===== config.mk =====
export PLATFORM = sky130hd
export DESIGN_NAME = viterbi_traceback
export DESIGN_NICKNAME = d
export VERILOG_FILES = /design/src/rtl/viterbi_pkg.sv /design/src/rtl/viterbi_surv_mem.sv /design/src/rtl/viterbi_traceback.sv
export SDC_FILE = /design/constraint.sdc
export NUM_CORES = 1
export LEC_CHECK = 0
export ABC_AREA = 0
export CORE_ASPECT_RATIO = 1.5
export CORE_MARGIN = 8
export CORE_UTILIZATION = 35
export CTS_BUF_LIST = sky130_fd_sc_hd__clkbuf_8 sky130_fd_sc_hd__clkbuf_16
export DETAILED_ROUTE_END_ITERATION = 6
export GPL_ROUTABILITY_DRIVEN = 0
export GPL_TIMING_DRIVEN = 0
export SYNTH_ARGS = -nofsm -noshare
export SYNTH_HDL_FRONTEND = slang
export SYNTH_SLANG_ARGS = --single-unit

===== constraint.sdc =====
create_clock -name clk -period 2.2 [get_ports clk]
set_clock_uncertainty 0.05 [all_clocks]
set_input_delay 0.33 -clock clk [delete_from_list [all_inputs] [get_ports clk]]
set_output_delay 0.33 -clock clk [all_outputs]
set_load 0.005 [all_outputs]

===== src/rtl/viterbi_pkg.sv =====
// Shared types and constants for the K=3 hard-decision Viterbi traceback stage.
package viterbi_pkg;

  localparam int unsigned ST_W = 2;

  localparam logic [ST_W-1:0] ST_00 = 2'b00;
  localparam logic [ST_W-1:0] ST_10 = 2'b10;
  localparam logic [ST_W-1:0] ST_01 = 2'b01;
  localparam logic [ST_W-1:0] ST_11 = 2'b11;

  localparam int unsigned DEF_FRAME_LEN = 8;

  typedef enum logic [1:0] {FILL, TRACE, OUT} tb_state_t;

  // Survivor rows are packed {p11, p01, p10, p00}, low field first.
  function automatic logic [ST_W-1:0] surv_field(input logic [4*ST_W-1:0] row,
                                                 input logic [ST_W-1:0]   st);
    logic [ST_W-1:0] field;
    case (st)
      ST_00:   field = row[1:0];
      ST_10:   field = row[3:2];
      ST_01:   field = row[5:4];
      default: field = row[7:6];
    endcase
    return field;
  endfunction

endpackage


===== src/rtl/viterbi_surv_mem.sv =====
// Survivor memory: FRAME_LEN rows of four 2-bit predecessor decisions,
// one registered write port and one combinational field-select read port.
module viterbi_surv_mem
  import viterbi_pkg::*;
#(
  parameter int unsigned FRAME_LEN = DEF_FRAME_LEN,
  parameter int unsigned IDX_W     = $clog2(FRAME_LEN)
) (
  input  logic              clk,
  input  logic              we,
  input  logic [IDX_W-1:0]  waddr,
  input  logic [4*ST_W-1:0] wdata,
  input  logic [IDX_W-1:0]  raddr,
  input  logic [ST_W-1:0]   rstate,
  output logic [ST_W-1:0]   rfield
);

  logic [4*ST_W-1:0] mem_q [FRAME_LEN];
  logic [4*ST_W-1:0] mem_d [FRAME_LEN];
  logic [4*ST_W-1:0] rrow;

  always_comb begin
    mem_d = mem_q;
    if (we) begin
      mem_d[waddr] = wdata;
    end
  end

  // No reset: every row is rewritten before it is read.
  always_ff @(posedge clk) begin
    mem_q <= mem_d;
  end

  assign rrow   = mem_q[raddr];
  assign rfield = surv_field(rrow, rstate);

endmodule


===== src/rtl/viterbi_traceback.sv =====
// Viterbi survivor storage, traceback and in-order bit output stream.
// Define VITERBI_TB_TAIL_ZERO_EN to force the traceback start state to 00.
module viterbi_traceback
  import viterbi_pkg::*;
#(
  parameter int unsigned FRAME_LEN = DEF_FRAME_LEN,
  parameter int unsigned IDX_W     = $clog2(FRAME_LEN)
) (
  input  logic            clk,
  input  logic            rst,
  input  logic            en_tb,
  input  logic [ST_W-1:0] prev_st_00,
  input  logic [ST_W-1:0] prev_st_10,
  input  logic [ST_W-1:0] prev_st_01,
  input  logic [ST_W-1:0] prev_st_11,
  input  logic [ST_W-1:0] slt_node,
  output logic            dout,
  output logic            dout_valid,
  input  logic            dout_ready,
  output logic            busy,
  output logic            frame_done,
  output logic            overflow
);

  localparam logic [IDX_W-1:0] LAST_IDX = IDX_W'(FRAME_LEN - 1);

  tb_state_t              state_q, state_d;
  logic [IDX_W-1:0]       wr_idx_q, wr_idx_d;
  logic [IDX_W-1:0]       rd_idx_q, rd_idx_d;
  logic [IDX_W-1:0]       out_idx_q, out_idx_d;
  logic [ST_W-1:0]        cur_q, cur_d;
  logic [FRAME_LEN-1:0]   bitbuf_q, bitbuf_d;
  logic                   dout_q, dout_d;
  logic                   dout_valid_q, dout_valid_d;
  logic                   frame_done_q, frame_done_d;
  logic                   overflow_q, overflow_d;

  logic                   mem_we;
  logic [ST_W-1:0]        surv_pred;
  logic [ST_W-1:0]        start_st;

`ifdef VITERBI_TB_TAIL_ZERO_EN
  logic unused_slt;
  assign unused_slt = ^slt_node;
  assign start_st   = ST_00;
`else
  assign start_st   = slt_node;
`endif

  assign mem_we = en_tb && (state_q == FILL);

  viterbi_surv_mem #(
    .FRAME_LEN (FRAME_LEN),
    .IDX_W     (IDX_W)
  ) u_surv_mem (
    .clk    (clk),
    .we     (mem_we),
    .waddr  (wr_idx_q),
    .wdata  ({prev_st_11, prev_st_01, prev_st_10, prev_st_00}),
    .raddr  (rd_idx_q),
    .rstate (cur_q),
    .rfield (surv_pred)
  );

  always_comb begin
    state_d      = state_q;
    wr_idx_d     = wr_idx_q;
    rd_idx_d     = rd_idx_q;
    out_idx_d    = out_idx_q;
    cur_d        = cur_q;
    bitbuf_d     = bitbuf_q;
    dout_d       = dout_q;
    dout_valid_d = dout_valid_q;
    frame_done_d = 1'b0;
    overflow_d   = overflow_q;

    // Steps arriving mid-traceback or mid-output are dropped.
    if (en_tb && (state_q != FILL)) begin
      overflow_d = 1'b1;
    end

    unique case (state_q)
      FILL: begin
        if (en_tb) begin
          if (wr_idx_q == LAST_IDX) begin
            wr_idx_d = '0;
            rd_idx_d = LAST_IDX;
            cur_d    = start_st;
            state_d  = TRACE;
          end else begin
            wr_idx_d = wr_idx_q + IDX_W'(1);
          end
        end
      end
      TRACE: begin
        bitbuf_d[rd_idx_q] = cur_q[1];
        cur_d              = surv_pred;
        if (rd_idx_q == '0) begin
          // Bit 0 is not in bitbuf_q yet, so present it straight from cur.
          state_d      = OUT;
          out_idx_d    = '0;
          dout_d       = cur_q[1];
          dout_valid_d = 1'b1;
        end else begin
          rd_idx_d = rd_idx_q - IDX_W'(1);
        end
      end
      OUT: begin
        if (dout_valid_q && dout_ready) begin
          if (out_idx_q == LAST_IDX) begin
            state_d      = FILL;
            out_idx_d    = '0;
            dout_d       = 1'b0;
            dout_valid_d = 1'b0;
            frame_done_d = 1'b1;
          end else begin
            out_idx_d = out_idx_q + IDX_W'(1);
            dout_d    = bitbuf_q[out_idx_q + IDX_W'(1)];
          end
        end
      end
      default: state_d = FILL;
    endcase
  end

  always_ff @(posedge clk) begin
    if (rst) begin
      state_q      <= FILL;
      wr_idx_q     <= '0;
      rd_idx_q     <= '0;
      out_idx_q    <= '0;
      cur_q        <= ST_00;
      bitbuf_q     <= '0;
      dout_q       <= 1'b0;
      dout_valid_q <= 1'b0;
      frame_done_q <= 1'b0;
      overflow_q   <= 1'b0;
    end else begin
      state_q      <= state_d;
      wr_idx_q     <= wr_idx_d;
      rd_idx_q     <= rd_idx_d;
      out_idx_q    <= out_idx_d;
      cur_q        <= cur_d;
      bitbuf_q     <= bitbuf_d;
      dout_q       <= dout_d;
      dout_valid_q <= dout_valid_d;
      frame_done_q <= frame_done_d;
      overflow_q   <= overflow_d;
    end
  end

  assign busy       = (state_q != FILL);
  assign dout       = dout_q;
  assign dout_valid = dout_valid_q;
  assign frame_done = frame_done_q;
  assign overflow   = overflow_q;

endmodule


==> results of run 1 <==
## sequential cells by signal (all words and copies together) (netlist names)
signal            cells
u_surv_mem.mem_q     64
wr_idx_q              3
cur_q                 2
dout                  1
bitbuf_q              8
state_q               2
out_idx_q             3
dout_valid            1
overflow              1
frame_done            1
rd_idx_q              3
## routing by layer
metal  vias up  part of all wire, %  track usage [%]
li1       1072                    -                -
met1      1109                   39             11.5
met2        26                   55             20.8
met3        14                  3.4             2.74
met4         0                  2.3             6.41
met5         -                    0                0
## cell families (layout without fill, tap and decap cells)
| group | after synthesis | after routing | share of synthesized area [%] |
|---|---|---|---|
| AOI/OAI and AO/OA | 37 | 37 | 6.66 |
| adders and majority gates | 6 | 6 | 2.03 |
| DFF | 89 | 89 | 65.4 |
| and+or+nand+nor | 73 | 73 | 9.13 |
| muxes | 46 | 46 | 14.7 |
| buffers and inverters | 16 | 51 | 2.03 |
## how the worst max path moves through the flow
stage          cells after the start  slack (ns)                   end  startpoint
2_1_floorplan                      4        0.06  u_surv_mem.mem_q[48]  state_q[0]
3_3_place_gp                       4       -0.89  u_surv_mem.mem_q[56]       en_tb
3_5_place_dp                       5       -0.42   u_surv_mem.mem_q[0]       en_tb
4_1_cts                            4       -0.21  u_surv_mem.mem_q[18]  state_q[0]
5_1_grt                            4       -0.20   u_surv_mem.mem_q[3]  state_q[0]
6_report                           4      -0.006   u_surv_mem.mem_q[5]  state_q[0]
## stage by stage
stage               instance area (µm²)  power (mW)
finish                             4430        3.44
global placement                   4050        1.98
global route                       4430        3.54
floorplan                          3700        1.92
CTS                                4370        3.44
detailed placement                 4060        1.98
## final cells by class
cell class              count  area share (%)
flip-flops and latches     89            54.7
multi-input cells         162            28.3
clock buffers               9            5.08
repair buffers             19            4.75
well taps                 144            4.07
clock inverters             7            1.44
plain buffers              12            1.36
inverters                   4           0.339
## worst max-delay path: stages (launching register included)
cell and delay (ns):
dfxtp_1 0.38, or2_2 0.35, nor2_1 0.31, nand2_1 0.25, nor2_2 0.50
## what timing repair did
| item | in CTS | in global routing |
|---|---|---|
| resized for setup | 5 | 5 |
| buffers inserted | 0 | 2 |
| setup endpoints to repair | 64 | 43 |
| pin swaps | 0 | 1 |
## power by group through the flow
stage	combinational [mW]	clock [mW]	sequential (mW)
floorplan	0.0485	0	1.87
global route	0.139	1.56	1.84
finish	0.127	1.48	1.84
CTS	0.111	1.49	1.84
detailed placement	0.107	0	1.87
global placement	0.104	0	1.87
## cell usage in the layout (no fill, tap or decap), types with 2 or more instances in the layout
master and n:
a21oi_1 9, a311o_1 2, and3_1 2, buf_12 2, buf_2 3, buf_4 3, clkbuf_1 5, clkbuf_16 9
clkdlybuf4s50_1 17, clkinv_4 2, clkinvlp_4 2, dfxtp_1 25, edfxtp_1 64, ha_1 6, inv_1 4, inv_8 2
mux2i_1 39, mux4_1 2, mux4_2 4, nand2_1 8, nand2b_1 8, nand3_1 4, nand3b_1 2, nor2_1 28
nor2_2 5, nor2b_1 3, nor3_1 7, nor3_4 2, o21ai_0 4, o22ai_1 12, o31ai_1 2, o32ai_1 2
or2_2 2
==> impl_metrics.json, run 1 <==
{
  "start_kind": "register",
  "setup_viol": 4,
  "rsz0062_at_grt": "yes",
  "yosysWarnings": 0,
  "synth_edf_count": 64,
  "htreeDepth": 3,
  "n_fill_cell": 949,
  "syn_area_per_cell_um2": 13.9,
  "r2r_start": "state_q[0]",
  "violations": "setup timing",
  "clockBufferDepth": 2,
  "synth.area.top_cells": "edfxtp_1 (52%), dfxtp_1 (14%), mux2i_1 (11%)",
  "drt-initial-drc-count": 92,
  "max-cap-violations": 0,
  "p_sw_share_pct": 22.4,
  "area_growth_pct": 19.7,
  "switchingPower_mw": 0.771,
  "root_buffer": "clkbuf_16",
  "clk_latency_ns": 0.34,
  "ios": 19,
  "hold_buffers": 0,
  "regToRegSetupSlack_ns": -0.006,
  "whs_ns": 0.373,
  "hold_viol": 0,
  "cp_data_arrival_time_ns": 2.13,
  "nNetsFinal": 317,
  "final_cells": 446,
  "synthesis.nets": 287,
  "finalMaxSlewViolations": 0,
  "power.density_nw_per_um2": 777,
  "status": "complete, but fails checks",
  "synth-seq-cells": 89,
  "chipWidth_um": 100,
  "fmax_mhz": 453,
  "seq_area_um2": 2420,
  "min_from": "rst",
  "r2r_cells": 4,
  "grt_max_degree": 18,
  "diodes": 0,
  "p_int_mw": 2.67,
  "synth_area_um2": 3700,
  "critPathCaptureType": "register",
  "fin_crit_sh_pct": 100,
  "multi_input_area_um2": 1250,
  "tightest_slew_ns": 0.561,
  "synth_seq_area_share_pct": 65.4,
  "required_ns": 2.12,
  "ant_nets": 0,
  "synth.top_cell.area_share_pct": 51.9,
  "comb_power_share_pct": 3.7,
  "antenna_found_initial": 0,
  "holdPathEnd": "dout",
  "die-area_um2": 14200,
  "post-place-cells": 428,
  "tns_ns": -0.0201,
  "critPathMaxFanout": 8,
  "num_rows": 46,
  "synth_cell_types": 34,
  "hp-class": "primary input to register",
  "utilization_pct": 42.5,
  "start_util_pct": 35.5,
  "cts_tree": "built",
  "drive_gt1_share_pct": 13.9,
  "wl_um": 7600,
  "synth_ff_type": "edfxtp_1",
  "setup_ws_ns": -0.00624,
  "yosysMostFrequentCell": "edfxtp_1",
  "synthCells": 267,
  "synth_common_cells": "edfxtp_1 (64), mux2i_1 (39), nor2_1 (34), dfxtp_1 (25), o22ai_1 (12)",
  "grt_pass1_wl_um": 12100,
  "period_needed_ns": 2.21,
  "reg2reg_to": "u_surv_mem.mem_q[5]",
  "synth_top_area_cell": "edfxtp_1",
  "critPathKind": "register to register",
  "vdd_drop_max_mv": 0.311,
  "coreArea_um2": 10400,
  "die_h_um": 142,
  "port_buffers": 17,
  "async_flop_share_pct": 0,
  "grt_pass1_vias": 2276,
  "seq_power_share_pct": 53.4,
  "vias": 2221,
  "drc": 0,
  "grt_use_total_pct": 11.4,
  "clkPwrFrac_pct": 42.9,
  "post_drt_wl_per_cell_um": 17.0,
  "post-dp-hpwl_um": 5080,
  "cts_buffers": 9,
  "clk_pin_slew_ns": 0.07,
  "overflow": 0,
  "holdPathStages": 2,
  "p_leak_nw": 1.44,
  "place_ws_ns": -0.419,
  "drt_first_pass_iters": 4,
  "routed_via_density": 4.98,
  "worst_slew_margin_rel_pct": 62.6,
  "cts_sinks": 89
}
Note: power is estimated with default switching activity, not from simulation.
==> inputs of run 2 (changes only) <==
--- a/config.mk
+++ b/config.mk
@@ -11,6 +11,7 @@
 export CORE_UTILIZATION = 35
 export CTS_BUF_LIST = sky130_fd_sc_hd__clkbuf_8 sky130_fd_sc_hd__clkbuf_16
 export DETAILED_ROUTE_END_ITERATION = 6
+export DONT_BUFFER_PORTS = 1
 export GPL_ROUTABILITY_DRIVEN = 0
 export GPL_TIMING_DRIVEN = 0
 export SYNTH_ARGS = -nofsm -noshare
==> impl_metrics.json, run 2 (same netlist as run 1, synthesis figures left out) <==
{
  "top_usage_layer": "met2",
  "hp-class": "primary input to register",
  "critPathCaptureType": "register",
  "root_buffer": "clkbuf_16",
  "htreeDepth": 3,
  "p_sw_share_pct": 20.6,
  "max_stage_delay_ns": 0.50,
  "post_drt_wl_per_cell_um": 17.4,
  "antenna_found_initial": 0,
  "port_buffers": 0,
  "max_flop_register": "u_surv_mem.mem_q",
  "grt_pass1_vias": 2210,
  "clk_pin_slew_ns": 0.07,
  "die-area_um2": 14200,
  "startpoint": "state_q[0]",
  "cp_data_arrival_time_ns": 2.06,
  "max-cap-violations": 0,
  "min_from": "prev_st_01[0]",
  "utilization_pct": 41.6,
  "overflow": 0,
  "grt_use_total_pct": 11.3,
  "rsz0062_at_grt": "yes",
  "use_met2_pct": 19.5,
  "clk_latency_ns": 0.34,
  "grt_max_degree": 17,
  "setup_viol": 0,
  "comb_power_share_pct": 2.7,
  "worst_path_max_delay_cell": "or3_1",
  "final_cell_area_um2": 4340,
  "cpLargestDelayFamily": "simple AND/OR/NAND/NOR gates",
  "period_needed_ns": 2.14,
  "drive_gt1_share_pct": 15.7,
  "area_growth_pct": 17.1,
  "worst_slew_margin_rel_pct": 65.3,
  "met3_usage_pct": 2.94,
  "ios": 19,
  "start_util_pct": 35.5,
  "diodes": 0,
  "chipWidth_um": 100,
  "die_h_um": 142,
  "switchingPower_mw": 0.715,
  "clockBufferDepth": 2,
  "coreArea_um2": 10400,
  "hold_viol": 0,
  "vias": 2136,
  "grt_pass1_wl_um": 11900,
  "tightest_slew_ns": 0.520,
  "num_rows": 46,
  "status": "finished, final reports clean",
  "place_area_um2": 3890,
  "p_leak_nw": 1.41,
  "vdd_drop_max_mv": 0.294,
  "p_int_mw": 2.76,
  "clkPwrFrac_pct": 44.3,
  "power.density_nw_per_um2": 800,
  "drc": 0,
  "crit_chain": "or2_2, or3_1, nor2_2",
  "post-dp-hpwl_um": 5120,
  "fmax_mhz": 468,
  "r2r_start": "state_q[0]",
  "layout_common_cells": "edfxtp_1 (64), mux2i_1 (39), nor2_1 (28)",
  "seq_power_share_pct": 53.0,
  "grt_use_met1_pct": 11.7,
  "layout_commonest_cell": "edfxtp_1",
  "required_ns": 2.12,
  "largest_reg_flops": 64,
  "cts_sinks": 89,
  "wl_um": 7500,
  "hold_buffers": 0,
  "top_regs": "u_surv_mem.mem_q: 64 flops, bitbuf_q: 8 flops",
  "nNetsFinal": 302,
  "finalMaxSlewViolations": 0,
  "tns_ns": 0,
  "crit_buf_inv": 0,
  "routed_via_density": 4.96,
  "ant_nets": 0,
  "cts_tree": "built",
  "critPathKind": "register to register",
  "cts_buffers": 9,
  "fin_crit_sh_pct": 97.2,
  "start_kind": "register",
  "drt_first_pass_iters": 4,
  "drt-initial-drc-count": 109,
  "critPathMaxFanout": 8
}
## run 2: cell count changes in the layout (fill, tap and decap cells not counted), sizes merged
cell / change
inv: -1
clkinvlp: -2
buf: +2
clkinv: +2
bufinv: +1
clkdlybuf4s50: -17
## run 2: timing repair
item / CTS / global route
gates resized for setup: 12 / 3
setup buffers: 1 / 3
endpoints found under the setup margin: 64 / 52
pin swaps: 0 / 2
## run 2: layout make-up
| type | instances | area [µm²] |
|---|---|---|
| fillers | 960 | 6080 |
| flip-flops and latches | 89 | 2420 |
| multi-input cells | 162 | 1270 |
| clock buffers | 9 | 225 |
| well taps | 144 | 180 |
| repair buffers | 4 | 80.1 |
| clock inverters | 7 | 77.6 |
| plain buffers | 12 | 60.1 |
| inverters | 4 | 15.0 |
## run 2: through the flow
stage          setup WS, ns  hold WS (ns)  instances  power, mW
6_report             0.0620        0.0337        431       3.47
2_1_floorplan        0.0639         0.379        267       1.92
4_1_cts             0.00244        0.0193        428       3.50
3_5_place_dp         -0.293         0.379        411       1.94
5_1_grt             -0.0153        0.0173        431       3.58
3_3_place_gp         -0.655         0.379        411       1.94
## run 2: worst reg2reg max path: stages, from the launching register on
cell and delay, ns:
dfxtp_1 0.37, or2_2 0.37, or3_1 0.50, nor2_2 0.49
## run 2: power by group through the flow
stage	clock network (mW)	registers (mW)	logic, mW
4_1_cts	1.58	1.84	0.0838
5_1_grt	1.64	1.84	0.101
3_5_place_dp	0	1.87	0.0707
6_report	1.54	1.84	0.0936
3_3_place_gp	0	1.87	0.0680
2_1_floorplan	0	1.87	0.0485
## run 2: routing by layer
metal / part of all wire (%) / wire length (µm) / vias to the layer above
met5: 0 / 0 / -
met4: 3.1 / 231 / 0
met3: 3.4 / 252 / 13
met2: 53 / 3970 / 32
met1: 41 / 3050 / 1047
li1: - / - / 1044
## run 2: worst paths after layout
path / depth (start not counted) / endpoint / slack, ns
setup / recovery: 3 / u_surv_mem.mem_q[9] / 0.06
hold / removal: 0 / u_surv_mem.mem_q[28] / 0.03
setup reg to reg: 3 / u_surv_mem.mem_q[9] / 0.06
hold reg to reg: 2 / out_idx_q[2] / 0.41
==> RTL change (settings of run 2) <==
`DEF_FRAME_LEN`: 8 -> 16.
--- a/src/rtl/viterbi_pkg.sv
+++ b/src/rtl/viterbi_pkg.sv
@@ -10,3 +10,3 @@
 
-  localparam int unsigned DEF_FRAME_LEN = 8;
+  localparam int unsigned DEF_FRAME_LEN = 16;
 
Check against the original RTL: not equivalent (a bounded check fails within 10 cycles, from zero or initial values and one cycle with rst high).
==> RTL change against run 2 <==
Sequential share of layout area fell by 0.78 points. Combinational power rose by 110%. Synthesized area rose by 87%. Via count rose by 89%. Cell area increased by 91%. Global-route usage up 2.1 points. Worst setup slack got worse by 0.12 ns. Sequential cell count up 75. Largest power group unchanged. First-iteration DRC count rose to 3.0 times the old value. Count of clock-buffer cells in the layout grew 8. Total power rose by 88%. Wire length rose by 110%. The flow now finishes with violations (negative setup slack).
==> RTL change: results (changes against run 2) <==
clock_tree:
  cts_root_buf: "clkbuf_16"
  clk_pin_slew_ns: 0.06
  clk_latency_ns: 0.42  # +0.08 ns
  cts.path.max_buffers: 2  # unchanged
  htreeDepth: 4  # +1
  cts_made_buffers: 17  # +8
placement:
  dp_slack_ns: -0.6627  # -0.3696 ns
  post_dp_cell_area_um2: 7317  # +88%
  portBuffers: 0  # unchanged
  hpwlAfterDp_um: 10860  # +110%
final_layout:
  fill_cells: 1724  # +80%
  drive_gt1_share_pct: 22.85  # +7.2 points
  final_nets: 524  # +74%
  diodes: 0  # unchanged
  reg_top3: "u_surv_mem.mem_q: 128 flops, bitbuf_q: 16 flops"
drt:
  first_iter_violations: 322  # +200%
  dr.pass1.iters: 4  # unchanged
  finalWirelength_um: 15750  # +110%
  num_vias: 4038  # +89%
power_and_ir_drop:
  ir_drop_v: 0.0004809  # +64%
  p_leak_uw: 0.002657  # +89%
logic_synthesis:
  synth_common_cells: "edfxtp_1, nand2_1, dfxtp_1, nor2_1, a21oi_1"
  synth_warnings: 0  # unchanged
  synth_edf_count: 128  # +100%
  ys_async_sr_fraction_pct: 0  # unchanged
  yosysMostFrequentCell: "edfxtp_1"
  ys_seq_area_share_pct: 65.84  # +0.39 points
  synth.area.top_cells: "edfxtp_1, dfxtp_1, mux4_2"
  synth.distinct_cells: 50  # +47%
  synthesis.nets: 485  # +69%
grt:
  grt_pass1_vias: 4157  # +88%
  grt_pass1_wl_um: 24160  # +100%
  grtUsageTotal_pct: 13.39  # +2.1 points
  grt_max_degree: 17  # unchanged
  grt_antenna_before_repair: 0  # unchanged
worst_setup_path:
  cp.arrival_ns: 2.26  # +0.20 ns
  path_max_fanout: 10  # +2
run_status:
  status: "finished, violations left"
  violations: "negative setup slack"
sta:
  maxSlewHeadroom_pct: 55.69  # -9.6 points
  setup_violations: 65  # +65
  tns_ns: -2.423  # -2.423 ns
  setup_ws_ns: -0.06052  # -0.1225 ns
hold_path:
  hold_class: "in2reg"
-- RTL change: repair_timing --
item | in CTS | in global routing
setup buffers | 4 | 5
endpoints found under the hold margin | 129 | 0
endpoints found under the setup margin | 139 | 110
gates resized for setup | 40 | 13
hold buffers | 9 | 0
pin swaps | 5 | 3
-- RTL change: cell families after synthesis --
group / after synthesis / share of synthesized area [%]
xor gates and xnor gates: 5 / 0.6316
and+or+nand+nor: 130 / 8.915
muxes: 57 / 14.46
buffers and inverters: 32 / 2.418
adders and majority gates: 10 / 1.805
DFF: 164 / 65.84
AOI/OAI and AO/OA: 63 / 5.938
-- RTL change: final cells by class --
cell class	instances	area, um^2	area share, %
clock buffers	17	425.4	5.125
clock inverters	14	162.7	1.960
plain buffers	23	181.4	2.186
flip-flops and latches	164	4573	55.10
repair buffers	21	216.5	2.608
inverters	8	37.54	0.4522
well taps	260	325.3	3.919
multi-input cells	265	2379	28.66
-- RTL change: final timing paths --
path | from | end | slack, ns | cells past startpoint
hold reg to reg | bitbuf_q[6] | bitbuf_q[6] | 0.41 | 2
setup / recovery | state_q[1] | u_surv_mem.mem_q[60] | -0.06 | 5
setup reg to reg | state_q[1] | u_surv_mem.mem_q[60] | -0.06 | 5
hold / removal | dout_ready | state_q[1] | 0.15 | 3
-- RTL change: per-stage QoR --
stage	util, %	cells
floorplan	-	461
global placement	37.03	721
detailed placement	37.28	724
CTS	41.86	767
global route	42.29	772
finish	42.29	772
-- RTL change: power by group --
| group | total, uW | switching (uW) | internal, uW |
|---|---|---|---|
| Clock | 2940 | 1170 | 1770 |
| Sequential | 3380 | 10.0 | 3370 |
| Combinational | 195 | 129 | 66.1 |
| Total | 6520 | 1310 | 5210 |
-- RTL change: worst max-delay path: stages, from the launching register on --
cell	delay [ns]
dfxtp_1	0.29
buf_2	0.18
or2_2	0.37
nor2_4	0.21
nand2_1	0.22
nor2_2	0.57
-- RTL change: routing by layer --
metal  up-vias  part of all wire [%]  wire, um  track usage [%]
met3        19                   3.6       565            3.198
li1       1865                     -         -                -
met1      2058                    38      5995            14.13
met4         0                   2.5       394            5.898
met5         -                     0         0                0
met2        96                    56      8792            24.33
